$ cat src/rtl/nios_system_div_pkg.sv
// Shared types and constants for the Nios II M-stage iterative divider.
package nios_system_div_pkg;

    typedef enum logic [1:0] {
        IDLE = 2'd0,
        ITER = 2'd1,
        DONE = 2'd2
    } div_state_t;

    localparam int DIV_WIDTH = 32;
    localparam int DIV_CNT_W = 5;
    localparam logic [DIV_WIDTH-1:0] DIV_BY_ZERO_Q = 32'hFFFFFFFF;

endpackage

$ cat src/rtl/nios_system_nios2_qsys_0_div_step.sv
// One radix-2 restoring division step: shift in a dividend bit, try to subtract the divisor.
module nios_system_nios2_qsys_0_div_step #(
    parameter int W = 32
) (
    input  logic [W-1:0] rem_i,
    input  logic         dvd_bit_i,
    input  logic [W-1:0] dvs_i,
    output logic [W-1:0] rem_o,
    output logic         q_bit_o
);

    logic [W:0] shifted;
    logic [W:0] trial;

    assign shifted = {rem_i, dvd_bit_i};
    assign trial   = shifted - {1'b0, dvs_i};

    // A clear borrow bit means the trial subtraction did not go negative.
    assign q_bit_o = ~trial[W];
    assign rem_o   = q_bit_o ? trial[W-1:0] : shifted[W-1:0];

endmodule

$ cat src/rtl/nios_system_nios2_qsys_0_div_cell.sv
// Iterative 32-bit signed/unsigned divider: magnitude restoring division, then sign fix.
module nios_system_nios2_qsys_0_div_cell #(
    parameter int DIV_WIDTH = 32
) (
    input  logic                 clk,
    input  logic                 reset,
    input  logic [DIV_WIDTH-1:0] M_div_src1,
    input  logic [DIV_WIDTH-1:0] M_div_src2,
    input  logic                 M_div_signed,
    input  logic                 M_div_start,
    output logic                 M_div_busy,
    output logic                 M_div_done,
    output logic [DIV_WIDTH-1:0] M_div_quotient,
    output logic [DIV_WIDTH-1:0] M_div_remainder,
    output logic [1:0]           M_div_state
);

    import nios_system_div_pkg::*;

    div_state_t             state_q;
    logic [DIV_CNT_W-1:0]   cnt_q;
    logic [DIV_WIDTH-1:0]   dvd_q;
    logic [DIV_WIDTH-1:0]   dvs_q;
    logic [DIV_WIDTH-1:0]   rem_q;
    logic [DIV_WIDTH-1:0]   src1_q;
    logic [DIV_WIDTH-1:0]   quot_q;
    logic [DIV_WIDTH-1:0]   remd_q;
    logic                   neg_quot_q;
    logic                   neg_rem_q;
    logic                   div_zero_q;

    logic                   src1_neg;
    logic                   src2_neg;
    logic [DIV_WIDTH-1:0]   src1_mag;
    logic [DIV_WIDTH-1:0]   src2_mag;
    logic [DIV_WIDTH-1:0]   rem_step;
    logic                   q_bit;
    logic [DIV_WIDTH-1:0]   dvd_step;
    logic [DIV_WIDTH-1:0]   quot_d;
    logic [DIV_WIDTH-1:0]   rem_d;

    assign src1_neg = M_div_signed & M_div_src1[DIV_WIDTH-1];
    assign src2_neg = M_div_signed & M_div_src2[DIV_WIDTH-1];
    assign src1_mag = src1_neg ? -M_div_src1 : M_div_src1;
    assign src2_mag = src2_neg ? -M_div_src2 : M_div_src2;

    nios_system_nios2_qsys_0_div_step #(
        .W (DIV_WIDTH)
    ) u_step (
        .rem_i     (rem_q),
        .dvd_bit_i (dvd_q[DIV_WIDTH-1]),
        .dvs_i     (dvs_q),
        .rem_o     (rem_step),
        .q_bit_o   (q_bit)
    );

    // The dividend register doubles as the quotient register: bits shift out the top, quotient bits in the bottom.
    assign dvd_step = {dvd_q[DIV_WIDTH-2:0], q_bit};

    // Sign fix on the last step's result; divide-by-zero overrides the magnitude path.
    assign quot_d = div_zero_q ? DIV_BY_ZERO_Q : (neg_quot_q ? -dvd_step : dvd_step);
    assign rem_d  = div_zero_q ? src1_q        : (neg_rem_q  ? -rem_step : rem_step);

    always_ff @(posedge clk) begin
        if (reset) begin
            state_q    <= IDLE;
            cnt_q      <= '0;
            dvd_q      <= '0;
            dvs_q      <= '0;
            rem_q      <= '0;
            src1_q     <= '0;
            quot_q     <= '0;
            remd_q     <= '0;
            neg_quot_q <= 1'b0;
            neg_rem_q  <= 1'b0;
            div_zero_q <= 1'b0;
        end else begin
            case (state_q)
                IDLE: begin
                    if (M_div_start) begin
                        dvd_q      <= src1_mag;
                        dvs_q      <= src2_mag;
                        rem_q      <= '0;
                        src1_q     <= M_div_src1;
                        neg_quot_q <= src1_neg ^ src2_neg;
                        neg_rem_q  <= src1_neg;
                        div_zero_q <= (M_div_src2 == '0);
                        cnt_q      <= DIV_CNT_W'(DIV_WIDTH - 1);
                        state_q    <= ITER;
                    end
                end
                ITER: begin
                    rem_q <= rem_step;
                    dvd_q <= dvd_step;
                    if (cnt_q == '0) begin
                        quot_q  <= quot_d;
                        remd_q  <= rem_d;
                        state_q <= DONE;
                    end else begin
                        cnt_q <= cnt_q - 1'b1;
                    end
                end
                DONE: begin
                    state_q <= IDLE;
                end
                default: begin
                    state_q <= IDLE;
                end
            endcase
        end
    end

    assign M_div_busy      = (state_q != IDLE);
    assign M_div_done      = (state_q == DONE);
    assign M_div_quotient  = quot_q;
    assign M_div_remainder = remd_q;
    assign M_div_state     = state_q;

endmodule

$ cat config.mk
export PLATFORM = sky130hd
export DESIGN_NAME = nios_system_nios2_qsys_0_div_cell
export DESIGN_NICKNAME = d
export VERILOG_FILES = /design/src/rtl/nios_system_div_pkg.sv /design/src/rtl/nios_system_nios2_qsys_0_div_step.sv /design/src/rtl/nios_system_nios2_qsys_0_div_cell.sv
export SDC_FILE = /design/constraint.sdc
export NUM_CORES = 1
export LEC_CHECK = 0
export BUFFER_PORTS_ARGS = -buffer_cell sky130_fd_sc_hd__buf_2
export CORE_AREA = 2 2 179 181
export DETAILED_ROUTE_END_ITERATION = 8
export DIE_AREA = 0 0 181 183
export GPL_TIMING_DRIVEN = 0
export PLACE_DENSITY_LB_ADDON = 0.2
export SLEW_MARGIN = 20
export SYNTH_ARGS = -nofsm -noshare
export SYNTH_HDL_FRONTEND = slang
export SYNTH_HIERARCHICAL = 1
export SYNTH_SLANG_ARGS = --single-unit
$ cat constraint.sdc
create_clock -name clk -period 4.42 [get_ports clk]
set_input_delay 1.326 -clock clk [delete_from_list [all_inputs] [get_ports clk]]
set_output_delay 1.326 -clock clk [all_outputs]
set_load 0.02 [all_outputs]
== Yosys cells after proc, flatten, opt, wreduce, memory -nomap -nowiden ==
Index checks and enable logic that the tools add are counted.
Storage, ports and cells
  flip-flop bits (word level): 202
Cells by class
  $add $sub $neg: 6
  equality and inequality tests: 5
  muxes and demuxes: 17
  bitwise operators: 4
  reduce and logical (&&, ||, !) cells: 10
Operators with widths (number)
  two-way mux 32 bit: 9
  negator 32 bit: 4
  one-hot mux 32 bit (2 select lines): 2
  subtractor 33 x 32 -> 33 bit: 1
  logical NOT 32 bit: 1
  two-way mux 5 bit: 2
  one-hot mux 5 bit (2 select lines): 1
  AND reduction 2 bit: 4
  inequality test 2 bit (second input constant): 3
  logical NOT 5 bit: 1
  subtractor 5 x 1 -> 5 bit (second input constant): 1
  two-way mux 2 bit: 2
  one-hot mux 2 bit (2 select lines): 1
  nonzero test 2 bit: 2
  AND reduction 3 bit: 1
  AND 1 bit: 2
  equality test 2 x 1 -> 1 bit (second input constant): 1
  equality test 2 bit (second input constant): 1
  logical NOT 2 bit: 1
  NOT 1 bit: 1
  XOR 1 bit: 1

== Longest topological paths before layout ==
  depth in word-level cells: 5
  gate-level depth with buffers: 22
  mapped depth without buffers: 20

== Modules after synthesis ==
The synthesis kept the hierarchy.
By module, submodules not included
  nios_system_nios2_qsys_0_div_cell: times used 1, cells each 1283, area an instance 10004.6 um2, seq. area each 4043.9 um2
  nios_system_nios2_qsys_0_div_step: times used 1, cells each 305, area an instance 2358.5 um2, seq. area each 0.0 um2

== Least setup slack after synthesis ==
Ideal clock, no wire load.
  kind: reg-to-reg
  start: reg dvd_q[31]
  end: reg remd_q[31], in the netlist M_div_remainder[31]
  library setup time: 0.124 ns
  arrival: 4.738 ns
  data required time: 4.296 ns
  path slack: -0.442 ns
  cell stages (with the launch flop): 22
  clock period less this slack: 4.862 ns
  cell sequence: dfxtp_1 inv_1 ha_1 fa_1 and2b_1 o2111ai_2 a21oi_2 o2111ai_1 a211oi_2 nor2_4 mux2i_4 and2_4 buf_12 inv_8 buf_12 mux2_4 or2_2 or3_1 or4_1 o41ai_2 xor2_1 o21ai_0
On the way
  cells in the longest elaborated chain, start to end: 5
RTL lines
  start: declaration: line nios_system_nios2_qsys_0_div_cell.sv:22  | logic [DIV_WIDTH-1:0] dvd_q;
  start signal: assignment: line nios_system_nios2_qsys_0_div_cell.sv:81  | dvd_q <= src1_mag;
  start signal: assignment: line nios_system_nios2_qsys_0_div_cell.sv:94  | dvd_q <= dvd_step;
  subtractor 33 x 32 -> 33 bit: line nios_system_nios2_qsys_0_div_step.sv:16  | assign trial = shifted - {1'b0, dvs_i};
  two-way mux 32 bit: line nios_system_nios2_qsys_0_div_step.sv:20  | assign rem_o = q_bit_o ? trial[W-1:0] : shifted[W-1:0];
  net rem_step[24]: line nios_system_nios2_qsys_0_div_cell.sv:36  | logic [DIV_WIDTH-1:0] rem_step;
  negator 32 bit: line nios_system_nios2_qsys_0_div_cell.sv:62  | assign rem_d = div_zero_q ? src1_q : (neg_rem_q ? -rem_step : rem_step);
  two-way mux 32 bit (2 in a row): line nios_system_nios2_qsys_0_div_cell.sv:62
  end signal: assignment: line nios_system_nios2_qsys_0_div_cell.sv:97  | remd_q <= rem_d;
  end: declaration: line nios_system_nios2_qsys_0_div_cell.sv:27  | logic [DIV_WIDTH-1:0] remd_q;
The timed path passes the listed nets, and every way through them passes these cells.
A chain may end at the register's enable or synchronous reset.

== Worst setup path in the final report ==
  start: reg rem_q[16]
  end: reg remd_q[26], in the netlist M_div_remainder[26]
On the way
  cells in the longest elaborated chain, start to end: 5
RTL lines
  start: declaration: line nios_system_nios2_qsys_0_div_cell.sv:24  | logic [DIV_WIDTH-1:0] rem_q;
  start signal: assignment: line nios_system_nios2_qsys_0_div_cell.sv:93  | rem_q <= rem_step;
  subtractor 33 x 32 -> 33 bit: line nios_system_nios2_qsys_0_div_step.sv:16
  two-way mux 32 bit: line nios_system_nios2_qsys_0_div_step.sv:20
  net rem_step[8]: line nios_system_nios2_qsys_0_div_cell.sv:36
  negator 32 bit: line nios_system_nios2_qsys_0_div_cell.sv:62
  two-way mux 32 bit (2 in a row): line nios_system_nios2_qsys_0_div_cell.sv:62
The timed path passes the listed nets, and every way through them passes these cells.

==> results.md <==
* Die W at 181 µm
* 1st-pass router iterations at 6
* Max cap viols at 0
* Dominant synthesized flop cell: dfxtp_1
* Max frequency at 210 MHz
* Cell row count at between 60 and 70
* Vias at 12895
* Count of cell types in the netlist at 81
* Mapped Nets at between 1500 and 2000
* TritonCTS Buffers at 25
* Ys Warns at 6
* Clock tree buffer depth at 3
* Final Hold Fails at 0
* First-pass GRT wire length at between 60000 and 70000 µm
* Hold Crit Class: flip-flop to flip-flop
* Maximum VDD drop at 0.000743 V
* Die Y at 183 µm
* Slew Limit Fails at 0
* Total grt overflow at 0
* Slew headroom at 0.182
* Clock Latency Late Sink at 0.55 ns
* Post-route antenna net violation count at 0
* Dominant cell type by area after synthesis: dfxtp_1
* Setup crit start kind: flip-flop
* Area share of the largest cell type after synthesis at 0.327
* Share of cells above drive strength 1 at 0.205
* Hold path cells at 2
* Die area at 0.0331 mm²
* Starting Density at 0.396
* Tcrit/Tclk final at 1.08
* Cells after synthesis at 1588
* Pleak at 6.07 nW
* Synth top cells by count: 231 x nand2_1, 202 x dfxtp_1, 193 x a21oi_1, 105 x o21ai_0, 85 x clkbuf_1
* Most instantiated library cell after synthesis: nand2_1
* GRT Resource Usage Total at 0.266
* Initial antenna violation count at 4
* DRC at 0
* Synth area leaders: dfxtp_1 33%, a21oi_1 7.8%, nand2_1 7.0%, xnor2_1 5.2%, xor2_1 5.2%
* Total power at 12.1 mW
* FFs w/ async S/R, synth at 0
* Final Core Density at 0.502
* Fin crit period at 4.76 ns
* EDFF count, synth at 0
* R2R depth at 21
* Final WS setup at -0.343 ns
* Num ports at 136
* Flops & latches, synth at a little over 200
* CTS sink cnt at 202
* WL per Instance at 20.5 µm
* Seq/Total Area, Yosys at 0.327
* # fillers at around 3100
* H-tree depth at 1
* Vias in the first global route at approximately 12000
* Hpwl dp at approximately 34000 µm
* Largest net degree at the start of global routing at 13
* Worst-Margin Slew at approximately 1.2 ns
* Critical path endpoint category: flip-flop
* Final nets at 1917
* Input/output buffers at 134
* 1st-iter DRT viols at 1170
* Failing checks: setup timing
* Kind of critical path: flip-flop to flip-flop
* Status: finished, violations left
* RSZ-0062 raised after global routing: true
* Core ar. at roughly 0.031 mm²
* PwrDens at approximately 770 mW/mm²
* Cell Area, Synth at 0.0124 mm²
* Routability cong. at 0.912
* Worst EP required at 4.82 ns
* Setup TNS at -4.82 ns
* CTS root buf: clkbuf_16
* Syn Area/Cell at approximately 8 µm²
* Clock transition at path regs at approximately 0.06 ns
* CTS tree: yes
* Final Skew at 0.0196 ns
* Worst-path fanout max at 6
* Final wirelength at between 40000 and 50000 µm
* Vias per cell at 5.77
* CP arrival at 5.16 ns
* Final setup fails at 24
* Syn-to-layout area delta at 26.9%
metal layers:
| layer | track usage | share of wire | vias to the layer above |
|---|---|---|---|
| met5 | 0 | 0.00037 | - |
| met4 | 0.0849 | 0.028 | 4 |
| met3 | 0.0320 | 0.070 | 84 |
| met2 | 0.438 | 0.46 | 522 |
| met1 | 0.364 | 0.45 | 6165 |
| li1 | - | - | 6120 |
final timing paths:
kind                            start             endpoint  slack [ns]
setup / recovery            rem_q[16]  M_div_remainder[26]       -0.34
hold / removal    M_div_remainder[18]  M_div_remainder[18]        0.45
setup reg to reg            rem_q[16]  M_div_remainder[26]       -0.34
hold reg to reg   M_div_remainder[18]  M_div_remainder[18]        0.45
power breakdown:
part           internal [mW]  switching [mW]  total (mW)
logic                   3.45            4.29        7.74
clock network           1.32           0.861        2.18
registers               1.98           0.148        2.13
total                   6.75            5.30        12.1
area by class of cell:
| type | count | area, µm² | share of cell area |
|---|---|---|---|
| antenna | 2 | 5.00 | 0.000319 |
| buffer | 101 | 458 | 0.0292 |
| clock buffer | 30 | 674 | 0.0430 |
| clock inverter | 16 | 190 | 0.0121 |
| inverter | 63 | 253 | 0.0161 |
| multi-input combinational | 1220 | 8290 | 0.529 |
| sequential | 202 | 4050 | 0.258 |
| tap | 402 | 503 | 0.0321 |
| timing repair buffer | 198 | 1260 | 0.0804 |
state kept, by name, summed over array words and instances (netlist names):
| signal | count |
|---|---|
| M_div_quotient | 32 |
| M_div_remainder | 32 |
| M_div_state | 2 |
| cnt_q | 5 |
| div_zero_q | 1 |
| dvd_q | 32 |
| dvs_q | 32 |
| neg_quot_q | 1 |
| neg_rem_q | 1 |
| rem_q | 32 |
| src1_q | 32 |
cells by family after synthesis:
kind of cell,Yosys count,synth area share
simple gates,512,0.193
compound gates,496,0.247
flops,202,0.327
buf+inv,166,0.0584
xor+xnor,146,0.103
fa+ha+maj,38,0.0391
mux,28,0.0318
per-stage QoR:
stage	area, µm²	worst slack, ns	hold WS (ns)	instances
3_5_place_dp	13700	-0.878	0.445	2125
4_1_cts	15400	-0.356	0.453	2221
3_3_place_gp	13600	-0.856	0.442	2124
5_1_grt	15700	-0.518	0.468	2234
2_1_floorplan	12500	-0.168	0.431	1588
6_report	15700	-0.343	0.452	2234
critical path, stage by stage, from the launching register on:
cell and delay, ns:
dfxtp_1 0.41, ha_2 0.34, and3_2 0.23, and3_1 0.22, a221o_1 0.31, a21oi_2 0.16
a211oi_2 0.11, nor2_4 0.17, mux2i_4 0.25, and2_4 0.24, inv_16 0.06, buf_4 0.14
buf_12 0.13, mux2_4 0.34, nor4_4 0.40, nand4_1 0.19, buf_6 0.17, buf_4 0.14
o41ai_4 0.23, xnor2_1 0.11, o21ai_1 0.16, a21oi_1 0.08
cell usage in the layout (no fill, tap or decap), types with 13 or more instances in the layout:
cell,instances
a31oi_1,24
ha_1,29
o21ai_0,76
a21oi_1,193
xnor2_1,71
o41ai_1,13
o21ai_1,19
xor2_1,73
buf_4,52
o41ai_4,14
nor2_1,78
nand2_1,227
nor3_1,34
a211oi_1,23
a22oi_1,21
clkbuf_1,87
inv_1,59
dfxtp_1,199
clkbuf_16,25
mux2_4,22
o31ai_1,21
nand3_1,61
buf_2,135
a21o_1,18
what timing repair did:
action,in CTS,in global routing
endpoints found under the setup margin,55,50
cloned,2,0
pin swaps,50,46
hold buffers,0,0
setup buffers,50,13
resized for setup,96,40
(Power assumes the default switching activity.)
